File: src/rtl/iter_shift_ctrl_pkg.sv
// iter_shift_ctrl_pkg: op and FSM state encodings shared by the controller and the shift datapath
package iter_shift_ctrl_pkg;
    typedef enum logic [1:0] {ROL = 2'b00, SLL = 2'b01, ROR = 2'b10, SRL = 2'b11} op_e;
    typedef enum logic [1:0] {IDLE = 2'b00, SHIFT = 2'b01, DONE = 2'b10} state_e;
    function automatic logic is_right(op_e op);
        return op[1];
    endfunction
    function automatic logic is_logical(op_e op);
        return op[0];
    endfunction
endpackage

File: src/rtl/iter_shift_ctrl_if.sv
// iter_shift_ctrl_if: request/result signals between a requester and the iterative shifter
interface iter_shift_ctrl_if #(parameter int WIDTH = 16, parameter int CNT_W = 4);
    import iter_shift_ctrl_pkg::*;
    logic start;
    logic [WIDTH-1:0] In;
    logic [CNT_W-1:0] Cnt;
    op_e Op;
    logic ready;
    logic busy;
    logic done;
    logic [WIDTH-1:0] Out;
    modport master(output start, In, Cnt, Op, input ready, busy, done, Out);
    modport slave(input start, In, Cnt, Op, output ready, busy, done, Out);
endinterface

File: src/rtl/mux2_1.sv
// mux2_1: two-input multiplexer cell, selects b when s is high
module mux2_1 #(parameter int W = 1) (
    input  logic [W-1:0] a,
    input  logic [W-1:0] b,
    input  logic         s,
    output logic [W-1:0] y
);
    assign y = s ? b : a;
endmodule

File: src/rtl/shift1_stage.sv
// shift1_stage: combinational one-bit shift/rotate of data under the given op
module shift1_stage import iter_shift_ctrl_pkg::*; #(parameter int WIDTH = 16) (
    input  logic [WIDTH-1:0] data,
    input  op_e              op,
    output logic [WIDTH-1:0] y
);
    logic fill_l, fill_r, logical, right;
    assign logical = is_logical(op);
    assign right = is_right(op);
    // the vacated end takes the wrapped-out bit for rotates, zero for logical shifts
    mux2_1 u_fill_l (.a(data[WIDTH-1]), .b(1'b0), .s(logical), .y(fill_l));
    mux2_1 u_fill_r (.a(data[0]), .b(1'b0), .s(logical), .y(fill_r));
    mux2_1 #(.W(WIDTH)) u_dir (
        .a({data[WIDTH-2:0], fill_l}),
        .b({fill_r, data[WIDTH-1:1]}),
        .s(right),
        .y(y)
    );
endmodule

File: src/rtl/iter_shift_ctrl.sv
// iter_shift_ctrl: multi-cycle shifter/rotator applying one bit position per clock
module iter_shift_ctrl import iter_shift_ctrl_pkg::*; #(parameter int WIDTH = 16, parameter int CNT_W = 4) (
    input logic clk,
    input logic rst_n,
    iter_shift_ctrl_if.slave bus
);
    state_e state, state_n;
    logic [WIDTH-1:0] data, data_n, step, out_q, out_n;
    logic [CNT_W-1:0] cnt, cnt_n;
    op_e op, op_n;
    shift1_stage #(.WIDTH(WIDTH)) u_step (.data(data), .op(op), .y(step));
    always_ff @(posedge clk) begin
        if (!rst_n) begin
            state <= IDLE;
            data <= '0;
            cnt <= '0;
            op <= ROL;
            out_q <= '0;
        end else begin
            state <= state_n;
            data <= data_n;
            cnt <= cnt_n;
            op <= op_n;
            out_q <= out_n;
        end
    end
    always_comb begin
        state_n = state;
        data_n = data;
        cnt_n = cnt;
        op_n = op;
        case (state)
            IDLE: if (bus.start) begin
                data_n = bus.In;
                cnt_n = bus.Cnt;
                op_n = bus.Op;
                state_n = (bus.Cnt != '0) ? SHIFT : DONE;
            end
            SHIFT: begin
                data_n = step;
                cnt_n = cnt - CNT_W'(1);
                state_n = (cnt == CNT_W'(1)) ? DONE : SHIFT;
            end
            default: state_n = IDLE;
        endcase
        // result register only updates on entry to DONE so partial shifts stay hidden
        out_n = (state_n == DONE) ? data_n : out_q;
    end
    assign bus.ready = state == IDLE;
    assign bus.busy = state != IDLE;
    assign bus.done = state == DONE;
    assign bus.Out = out_q;
endmodule

File: src/flat_wrapper.sv
// flat-port wrapper written by rule: the top's interface ports become plain ports
module iter_shift_ctrl_flat import iter_shift_ctrl_pkg::*;
#(parameter int WIDTH = 16, parameter int CNT_W = 4)
  (clk, rst_n, bus_start, bus_In, bus_Cnt, bus_Op, bus_ready, bus_busy, bus_done, bus_Out);
  iter_shift_ctrl_if #(.WIDTH(WIDTH), .CNT_W(CNT_W)) bus_i ();
  input logic clk;
  input logic rst_n;
  input wire logic [$bits(bus_i.start)-1:0] bus_start;
  input wire logic [$bits(bus_i.In)-1:0] bus_In;
  input wire logic [$bits(bus_i.Cnt)-1:0] bus_Cnt;
  input wire logic [$bits(bus_i.Op)-1:0] bus_Op;
  output wire logic [$bits(bus_i.ready)-1:0] bus_ready;
  output wire logic [$bits(bus_i.busy)-1:0] bus_busy;
  output wire logic [$bits(bus_i.done)-1:0] bus_done;
  output wire logic [$bits(bus_i.Out)-1:0] bus_Out;
  assign bus_i.start = bus_start;
  assign bus_i.In = bus_In;
  assign bus_i.Cnt = bus_Cnt;
  assign bus_i.Op = bus_Op;
  assign bus_ready = bus_i.ready;
  assign bus_busy = bus_i.busy;
  assign bus_done = bus_i.done;
  assign bus_Out = bus_i.Out;
  iter_shift_ctrl #(.WIDTH(WIDTH), .CNT_W(CNT_W)) u_core (.clk(clk), .rst_n(rst_n), .bus(bus_i));
endmodule
File: config.mk
export PLATFORM = sky130hd
export DESIGN_NAME = iter_shift_ctrl_flat
export DESIGN_NICKNAME = d
export VERILOG_FILES = /design/src/rtl/iter_shift_ctrl_pkg.sv /design/src/rtl/iter_shift_ctrl_if.sv /design/src/rtl/mux2_1.sv /design/src/rtl/shift1_stage.sv /design/src/rtl/iter_shift_ctrl.sv /design/src/flat_wrapper.sv
export SDC_FILE = /design/constraint.sdc
export NUM_CORES = 1
export LEC_CHECK = 0
export BUFFER_PORTS_ARGS = -buffer_cell sky130_fd_sc_hd__buf_2
export CORE_MARGIN = 1.5
export CORE_UTILIZATION = 30
export CTS_BUF_LIST = sky130_fd_sc_hd__clkbuf_16
export DETAILED_ROUTE_END_ITERATION = 7
export GPL_TIMING_DRIVEN = 0
export PLACE_DENSITY_LB_ADDON = 0.05
export SYNTH_ARGS = -nofsm -noshare
export SYNTH_HDL_FRONTEND = slang
export SYNTH_SLANG_ARGS = --single-unit
export TNS_END_PERCENT = 1
File: constraint.sdc
create_clock -name clk -period 2.3 [get_ports clk]
set_input_delay 0.115 -clock clk [delete_from_list [all_inputs] [get_ports clk]]
set_output_delay 0.115 -clock clk [all_outputs]
set_load 0.1 [all_outputs]
==> run summary, run 1 <==
The flow ran to the end, and the final reports show no timing, DRC or antenna violations. The count of final max-slew check failures is 0. STA classifies the critical path startpoint as a flip-flop. The max-capacitance violation count is 0. The clock skew after layout came out at 0.00453 ns. Summing all placed instances gives a cell area of 2240 sq um.

Setup slack on the critical path of the routed design comes to 0.514 ns. The pre-CTS worst setup slack came out at slightly above 0.5 ns. The overall die area came out at around 7000 sq um. The average vias per placed instance came out at 4.91. The endpoint required time on the critical path is 2.18 ns. The most frequently used cell type in the post-synthesis netlist is sky130_fd_sc_hd__dfxtp_1. By area the synthesized netlist is led by sky130_fd_sc_hd__dfxtp_1, sky130_fd_sc_hd__mux2i_1, sky130_fd_sc_hd__o2bb2ai_2. Setup repair after global routing left no endpoint under its margin.

The post-route DRC violation count came out at 0. The die width came out at 83.1 microns. Dividing the final minimum period by the clock period gives 0.776. The synthesized design contains 0 enable-type register cells. The antenna cell count is 0. The worst hold path terminates at u_core.op[0]. The worst-case IR drop observed on VDD is 0.000393 V. The sequential cell area is ~800 sq um. The sum of negative setup slack came out at 0 ns. Counting every net in the synthesized netlist gives 222. The fraction of the yosys area taken by sequential cells came out at 0.416. The estimated wirelength of the detail-placed design is approximately 3.7 mm. Summed over all nets, the switching power comes to 647 uW.

The worst register-to-register path ends at u_core.bus.Out[10]. The number of synthesis warnings came out at 0. The clock period could shrink to 1.79 ns. Once detail routing completed, the nets flagged for antenna violations numbered 0.

The total number of vias is 1586. The relative slew slack is 0.623. The total area of multi-input combinational cells came out at about 1000 sq um. The initial utilization of the core area, before any placement, comes to 0.307.

The clock edge transition at the registers on the reported setup and hold paths is 0.06 ns. After routing the design area is 2400 sq um. Setup violations remaining at the end of the flow were counted as 0. TritonCTS built the clock tree. The logic gate share of total power came out at 0.229. The commonest cells after synthesis are sky130_fd_sc_hd__dfxtp_1, sky130_fd_sc_hd__nor2_1, sky130_fd_sc_hd__nand2_1, sky130_fd_sc_hd__mux2i_1, sky130_fd_sc_hd__o221ai_1. The remaining global-route overflow came out at 0. The count of endpoints failing hold in the final timing report came to 0. The most instantiated flip-flop cell in the synthesis netlist is sky130_fd_sc_hd__dfxtp_1.

The arrival time of the worst setup path is 1.67 ns. The power share of the sequential group is 0.388. The share of the synthesized area in the top cell type came out at 0.416. The leakage power total came out at 0.00100 uW. In this run, the number of DRC markers left after iteration 0 of detailed routing was just under 70.

The deepest clock path buffer count came out at 2. Gates resized during post-CTS repair numbered 0. Counting every instance in the synthesized netlist gives around 200. The number of sinks driven by the clock tree came out at 40. A synthesized cell averages 9.88 sq um. The worst hold path belongs to the class in -> reg.

The biggest fanout along the worst timing path came out at 10. Among all stages on the critical path, the largest delay is contributed by sky130_fd_sc_hd__buf_2. The global-route wire length before repair is 8.29 mm. In the final layout, the share of cells above drive strength 1 is 0.313. The routed length per placed instance came out at between 15 and 20 microns. The power density of the placed cells is around 860 nW/um^2. The most area-hungry cell type in the Yosys netlist is sky130_fd_sc_hd__dfxtp_1. The tree is rooted in a sky130_fd_sc_hd__clkbuf_16. The total standard cell area after synthesis is 1930 sq um. The count of buffers added on input and output ports is 43.

The part of the power in the clock network came out at 0.383. The count of filler cells inserted in the layout is 640. The number of hold buffers added after CTS was 0. The final layout contains routed wiring with a total length of roughly 5 mm. The number of nets in the final layout is 272. The worst setup path category is reg -> out. The buffers inserted during post-CTS setup optimization came out at 0. The number of antenna violations at the first check in global routing is 0.

Before antenna repair, the detailed router went through 4 iterations. The combined global-route utilization of all metal layers is 0.152. Static timing analysis puts the maximum clock frequency at 560 MHz.

The hold path depth is 3. The growth of design area from synthesis to finish is 24.6%. The clock latency at the later pin of the worst-skew pair came out at 0.28 ns. The floorplan die height is 83.1 microns.

The origin of the worst min-delay path is bus_Op[0]. For this run, asynchronously set or reset flops after synthesis account for 0. The worst-case register-to-register setup slack is 0.52 ns.

The reg-to-reg startpoint is u_core.cnt[1]. After synthesis the netlist holds a flip-flop and latch count of 40. The I/O pin count came out at between 40 and 50. The critical path goes through buf_4, or2_2, inv_1, buf_2. The longest individual stage delay on the worst path is 0.44 ns. The transition time of the tightest slew-check pin came out at about 0.57 ns. The floorplan has 29 rows.

The global placer's final weighted congestion is between 0.8 and 0.9. The internal cell power came out at 1420 uW. Of the total power, the share spent switching nets is 0.314. The distinct cell type count of the synthesized netlist came out at 41. The pin count of the biggest net entering global routing came out at 13. The number of levels in the clock H-tree is 2. The floorplan core area came out at between 6000 and 7000 sq um. The number of buffers created by CTS came out at 5.

The via count of the first global-routing pass is 1570. The worst-case reg-to-reg path depth is 7. The worst setup path is captured at an output pin.
-- power groups by stage --
stage / clock, uW / sequential [uW] / combinational [uW]
after floorplan: 0 / 884 / 291
after CTS: 805 / 801 / 478
after global placement: 0 / 816 / 478
final: 789 / 801 / 473
after detailed placement: 0 / 816 / 477
after global routing: 835 / 808 / 514
-- cells by family (layout without fill, tap and decap cells) --
group	Yosys count	in the layout	share of synthesized area
AND/OR/NAND/NOR	59	59	0.157
AO/OA/AOI/OAI	55	55	0.262
flip-flops	40	40	0.416
buffers and inverters	25	76	0.0805
multiplexers	14	14	0.0727
adder cells (fa/ha/maj)	2	2	0.0130
-- final cells by class --
cell class | count | share of cell area
Clock buffer | 5 | 0.0521
Tap cell | 77 | 0.0401
Multi-Input combinational cell | 130 | 0.404
Timing Repair Buffer | 43 | 0.0896
Sequential cell | 40 | 0.334
Inverter | 10 | 0.0156
Clock inverter | 3 | 0.0156
Buffer | 15 | 0.0490
-- through the flow --
step / total power, uW / util / hold slack, ns / instances
after floorplan: 1180 / - / 0.246 / 195
after global placement: 1290 / 0.357 / 0.395 / 315
after detailed placement: 1290 / 0.357 / 0.402 / 315
after CTS: 2080 / 0.383 / 0.102 / 323
after global routing: 2160 / 0.383 / 0.112 / 323
final: 2060 / 0.383 / 0.104 / 323
-- sequential cells by signal, indices dropped and copies added (netlist names) --
register,count
u_core.bus.Out,16
u_core.data,16
u_core.cnt,4
u_core.op,2
u_core.state,2
-- worst max path at each step --
stage,startpoint,endpoint,slack [ns],cells past startpoint
2_1_floorplan,u_core.state[0],u_core.op[0],0.24,5
3_3_place_gp,u_core.cnt[1],u_core.bus.Out[11],0.51,7
3_5_place_dp,u_core.cnt[1],u_core.bus.Out[10],0.51,7
4_1_cts,u_core.cnt[1],u_core.bus.Out[13],0.50,7
5_1_grt,u_core.cnt[1],u_core.bus.Out[11],0.42,7
6_report,u_core.state[0],bus_ready,0.51,4
-- worst max-delay path, delay by kind of cell, from the launching register on --
family        cells  cell delay, ns
buf+inv           3            0.74
flops             1            0.33
simple gates      1            0.31
-- per-layer routing --
metal  part of all wire  routed length (microns)  GRT usage  up-vias
li1                   -                        -          -      819
met2               0.45                     2300      0.234       30
met1               0.50                     2580      0.214      730
met5                  0                        0          0        -
met3              0.034                      174     0.0308        7
met4              0.013                       65     0.0500        0
-- cell usage in the layout, fill, tap and decap left out, types with 5 or more instances in the layout --
| cell type | netlist | layout |
|---|---|---|
| sky130_fd_sc_hd__a21oi_1 | 6 | 6 |
| sky130_fd_sc_hd__buf_2 | 2 | 45 |
| sky130_fd_sc_hd__clkbuf_16 | 0 | 5 |
| sky130_fd_sc_hd__dfxtp_1 | 40 | 40 |
| sky130_fd_sc_hd__inv_1 | 10 | 10 |
| sky130_fd_sc_hd__mux2i_1 | 14 | 14 |
| sky130_fd_sc_hd__nand2_1 | 16 | 16 |
| sky130_fd_sc_hd__nand3_1 | 5 | 5 |
| sky130_fd_sc_hd__nor2_1 | 19 | 19 |
| sky130_fd_sc_hd__o21ai_0 | 6 | 6 |
| sky130_fd_sc_hd__o221ai_1 | 13 | 13 |
| sky130_fd_sc_hd__o2bb2ai_1 | 7 | 7 |
| sky130_fd_sc_hd__o2bb2ai_2 | 8 | 8 |
Power figures use the tool's default switching activity.
==> run 2, diff against run 1 <==
ABC_AREA = 1   (was default)
clock period = 1.7 ns   (was 2.3 ns; I/O delays follow)
==> run 2 against run 1 <==
  * Setup slack worse by 0.39 ns
  * Cell area is 10% higher
  * First-iteration DRC count is 30% higher
  * Sequential cell count stayed put
  * Utilization is 0.18 points higher
  * Count of clock-buffer cells in the layout stayed put
  * Clock power is 14% higher
  * Non-clock buffer count is 1 higher
  * Total power is 31% higher
  * Clock skew is 0.0015 ns lower
  * Worst hold slack worse by 0.015 ns
==> run summary, run 2 <==
The flow ran to the end, and the final reports show no timing, DRC or antenna violations. The clock latency at the later pin of the worst-skew pair is 0.28 ns. Leaving out fill and tap cells, the most frequent cell in the layout is sky130_fd_sc_hd__nand2_1.

The path type of the worst min-delay path is in -> reg. The fraction of final layout cells with drive strength greater than 1 came out at 0.179. The tree is rooted in a sky130_fd_sc_hd__clkbuf_16.

The synthesized design contains 40 register bits. Entering global routing, the biggest net connects 12 pins. Clock-pin slew was measured on the worst setup and hold paths at 0.06 ns.

Along the worst hold path, the cell count comes to 3. The worst register-to-register path begins at u_core.state[0]. The count of filler cells inserted in the layout is 801. The most critical setup path has its endpoint at u_core.bus.Out[0]. The maximum vdd ir drop is 0.000417 V. The post-route antenna net violation count is 0. The pre-CTS worst setup slack is 0.143 ns.

For flop-to-flop paths, the worst setup slack is 0.13 ns. Sorting the synthesized cells by area gives the leading types as sky130_fd_sc_hd__dfxtp_1, sky130_fd_sc_hd__nand2_1, sky130_fd_sc_hd__nand3_1. The most instantiated flip-flop cell in the synthesis netlist is sky130_fd_sc_hd__dfxtp_1. The number of antenna violations at the first check in global routing is 0.

The hold buffer count at CTS is 0. The shortest period the worst path allows came out at 1.57 ns. The synthesized netlist net count is 372. The global placer's final weighted congestion came out at 0.815.

The worst-case reg-to-reg path depth came out at 7. The max-capacitance violation count came out at 0. Of all cell types, the one taking the most synthesized area is sky130_fd_sc_hd__dfxtp_1. After synthesis, the netlist uses 22 different library cells. The number of synthesis warnings came out at 0. The worst setup path is of the reg -> reg kind. The clock skew after layout came out at around 0.0030 ns.

The count of final max-slew check failures is 0. After routing the design area is around 2600 sq um. Buffers placed on the I/O ports in this run total just over 40. The number of nets in the final layout came out at 422. The number of instances in the synthesized netlist is 345.

The share of synthesized flip-flops with an asynchronous set or reset is 0. The post-route worst setup slack came out at ~0.13 ns. Counting the buffers created by CTS gives 5. The fraction of the cycle the final worst path needs came out at 0.924. The floorplan core area came out at 6870 sq um. The total standard cell area after synthesis is around 2200 sq um. The leakage power total is 0.00144 uW. The worst pin sits at a relative slew slack of 0.671. At the pin with the least slew margin, the transition time is 0.493 ns. The first detailed-routing pass ran for 4 iterations. The mean instance size in the synthesized netlist is 6.26 sq um. Ranked by instance count, the synthesized netlist is headed by sky130_fd_sc_hd__nand2_1, sky130_fd_sc_hd__nand3_1, sky130_fd_sc_hd__inv_1, sky130_fd_sc_hd__nor2_1, sky130_fd_sc_hd__dfxtp_1. The number of sinks driven by the clock tree came out at 40. The achievable frequency is 637 MHz. The effective utilization at floorplan is 0.314. Setup repair after global routing left no endpoint under its margin.

The number of levels in the clock H-tree came out at 2. Row generation in the floorplan step produced 30 rows. The cell area after placement is 2480 sq um.

The final number of setup-violating endpoints is 0. The die width is approximately 88 microns. The wire-length estimate of the detail-placed layout is 4.51 mm. The growth of design area from synthesis to finish is 22.2%. The endpoint class of the critical path is a flip-flop. The arrival time of the worst setup path is 1.74 ns. Global routing finished with a remaining overflow of 0.

The endpoint required time on the critical path is 1.87 ns. STA classifies the critical path startpoint as a flip-flop. The endpoint identified for the worst register-to-register timing path is u_core.bus.Out[0]. The detailed-route wire length came out at 6.21 mm.

During I/O placement, the number of pins put on the boundary was 44. The via count of the first global-routing pass came out at 1977. The power density of the placed cells is approximately 1000 nW/um^2.

TritonCTS built the clock tree. sky130_fd_sc_hd__nand2_1 is the most common cell in the netlist. In the routed layout, each cell is associated on average with a via count of 4.39. The antenna cell count is 0. The count of endpoints failing hold in the final timing report is 0.

The biggest fanout along the worst timing path came out at 10. The count of routing violations after the opening detailed-route iteration is 90. The fraction of the yosys area taken by sequential cells came out at 0.371. The share of the synthesized area in the top cell type came out at 0.371. The combined global-route utilization of all metal layers is 0.171. After detailed routing, the average wire length per cell comes to ~13 microns. The top cell types in the final layout, fill and taps aside, are sky130_fd_sc_hd__nand2_1, sky130_fd_sc_hd__nand3_1, sky130_fd_sc_hd__inv_1. In this run the worst setup path begins at u_core.state[0]. The total number of vias came out at 2161.

The post-route DRC violation count came out at 0. From bottom edge to top edge, the die measures roughly 90 microns. The deepest clock path buffer count is 2. The global-route wire length before repair is 9.98 mm. The synthesized design contains 0 enable-type register cells. The core utilization of the finished layout is 0.384.

The die covers 7720 sq um.
run 2: changes by cell type in the layout (fill, tap and decap cells not counted), sizes merged, moves of 7 or more:
cell | previous run | this run
mux2i | 14 | 0
nand3 | 5 | 56
o2bb2ai | 16 | 0
nor2 | 20 | 53
o221ai | 13 | 0
nand2 | 16 | 104
o21ai | 6 | 13
inv | 10 | 54
run 2: critical path: stages (launching register included):
cell and delay (ns):
sky130_fd_sc_hd__dfxtp_1 0.36, sky130_fd_sc_hd__nor2_4 0.33, sky130_fd_sc_hd__nand2_4 0.13, sky130_fd_sc_hd__nor2_4 0.14
sky130_fd_sc_hd__nor2_4 0.08, sky130_fd_sc_hd__buf_6 0.16, sky130_fd_sc_hd__nor2_1 0.20, sky130_fd_sc_hd__nor2_1 0.06
run 2: worst min path at each step:
stage               start         endpoint
6_report        bus_Op[1]     u_core.op[1]
5_1_grt         bus_Op[1]     u_core.op[1]
4_1_cts         bus_Op[1]     u_core.op[1]
3_5_place_dp    bus_Op[1]     u_core.op[1]
3_3_place_gp    bus_Op[1]     u_core.op[1]
2_1_floorplan  bus_In[15]  u_core.data[15]
run 2: cells by family after synthesis:
logic type / share of synthesized area
DFF: 0.371
adders and majority gates: 0.0116
AOI/OAI and AO/OA: 0.0510
and+or+nand+nor: 0.422
buffers and inverters: 0.144
run 2: final cells by class:
class	instances	area [sq um]	share of cell area
Timing Repair Buffer	43	220	0.0834
Multi-Input combinational cell	236	1050	0.397
Inverter	53	203	0.0768
Clock buffer	5	125	0.0474
Tap cell	96	120	0.0455
Buffer	16	113	0.0427
Sequential cell	40	801	0.303
Clock inverter	3	11.3	0.00427
run 2: timing repair:
| item | 4_1_cts | 5_1_grt |
|---|---|---|
| gates resized for setup | 0 | 1 |
| endpoints found under the setup margin | 0 | 1 |
| setup buffers | 0 | 2 |
run 2: power by group:
| part | switching [uW] | total, uW | leakage (uW) | internal (uW) |
|---|---|---|---|---|
| clock | 371 | 899 | 0.0000738 | 528 |
| sequential | 47.4 | 1060 | 0.000328 | 1010 |
| combinational | 545 | 751 | 0.00104 | 206 |
| total | 963 | 2710 | 0.00144 | 1750 |
run 2: through the flow:
step | cells | TNS, ns | hold WS, ns | power (uW)
2_1_floorplan | 345 | -2.63 | 0.262 | 1650
3_3_place_gp | 482 | 0 | 0.366 | 1820
3_5_place_dp | 482 | 0 | 0.378 | 1820
4_1_cts | 490 | 0 | 0.0882 | 2730
5_1_grt | 492 | 0 | 0.116 | 2850
6_report | 492 | 0 | 0.0885 | 2710
run 2: routing by layer:
metal	share of wire	GRT usage	wire, microns
met5	0	0	0
met2	0.43	0.271	2690
met3	0.035	0.0330	216
met4	0.0092	0.0390	57
met1	0.52	0.241	3250
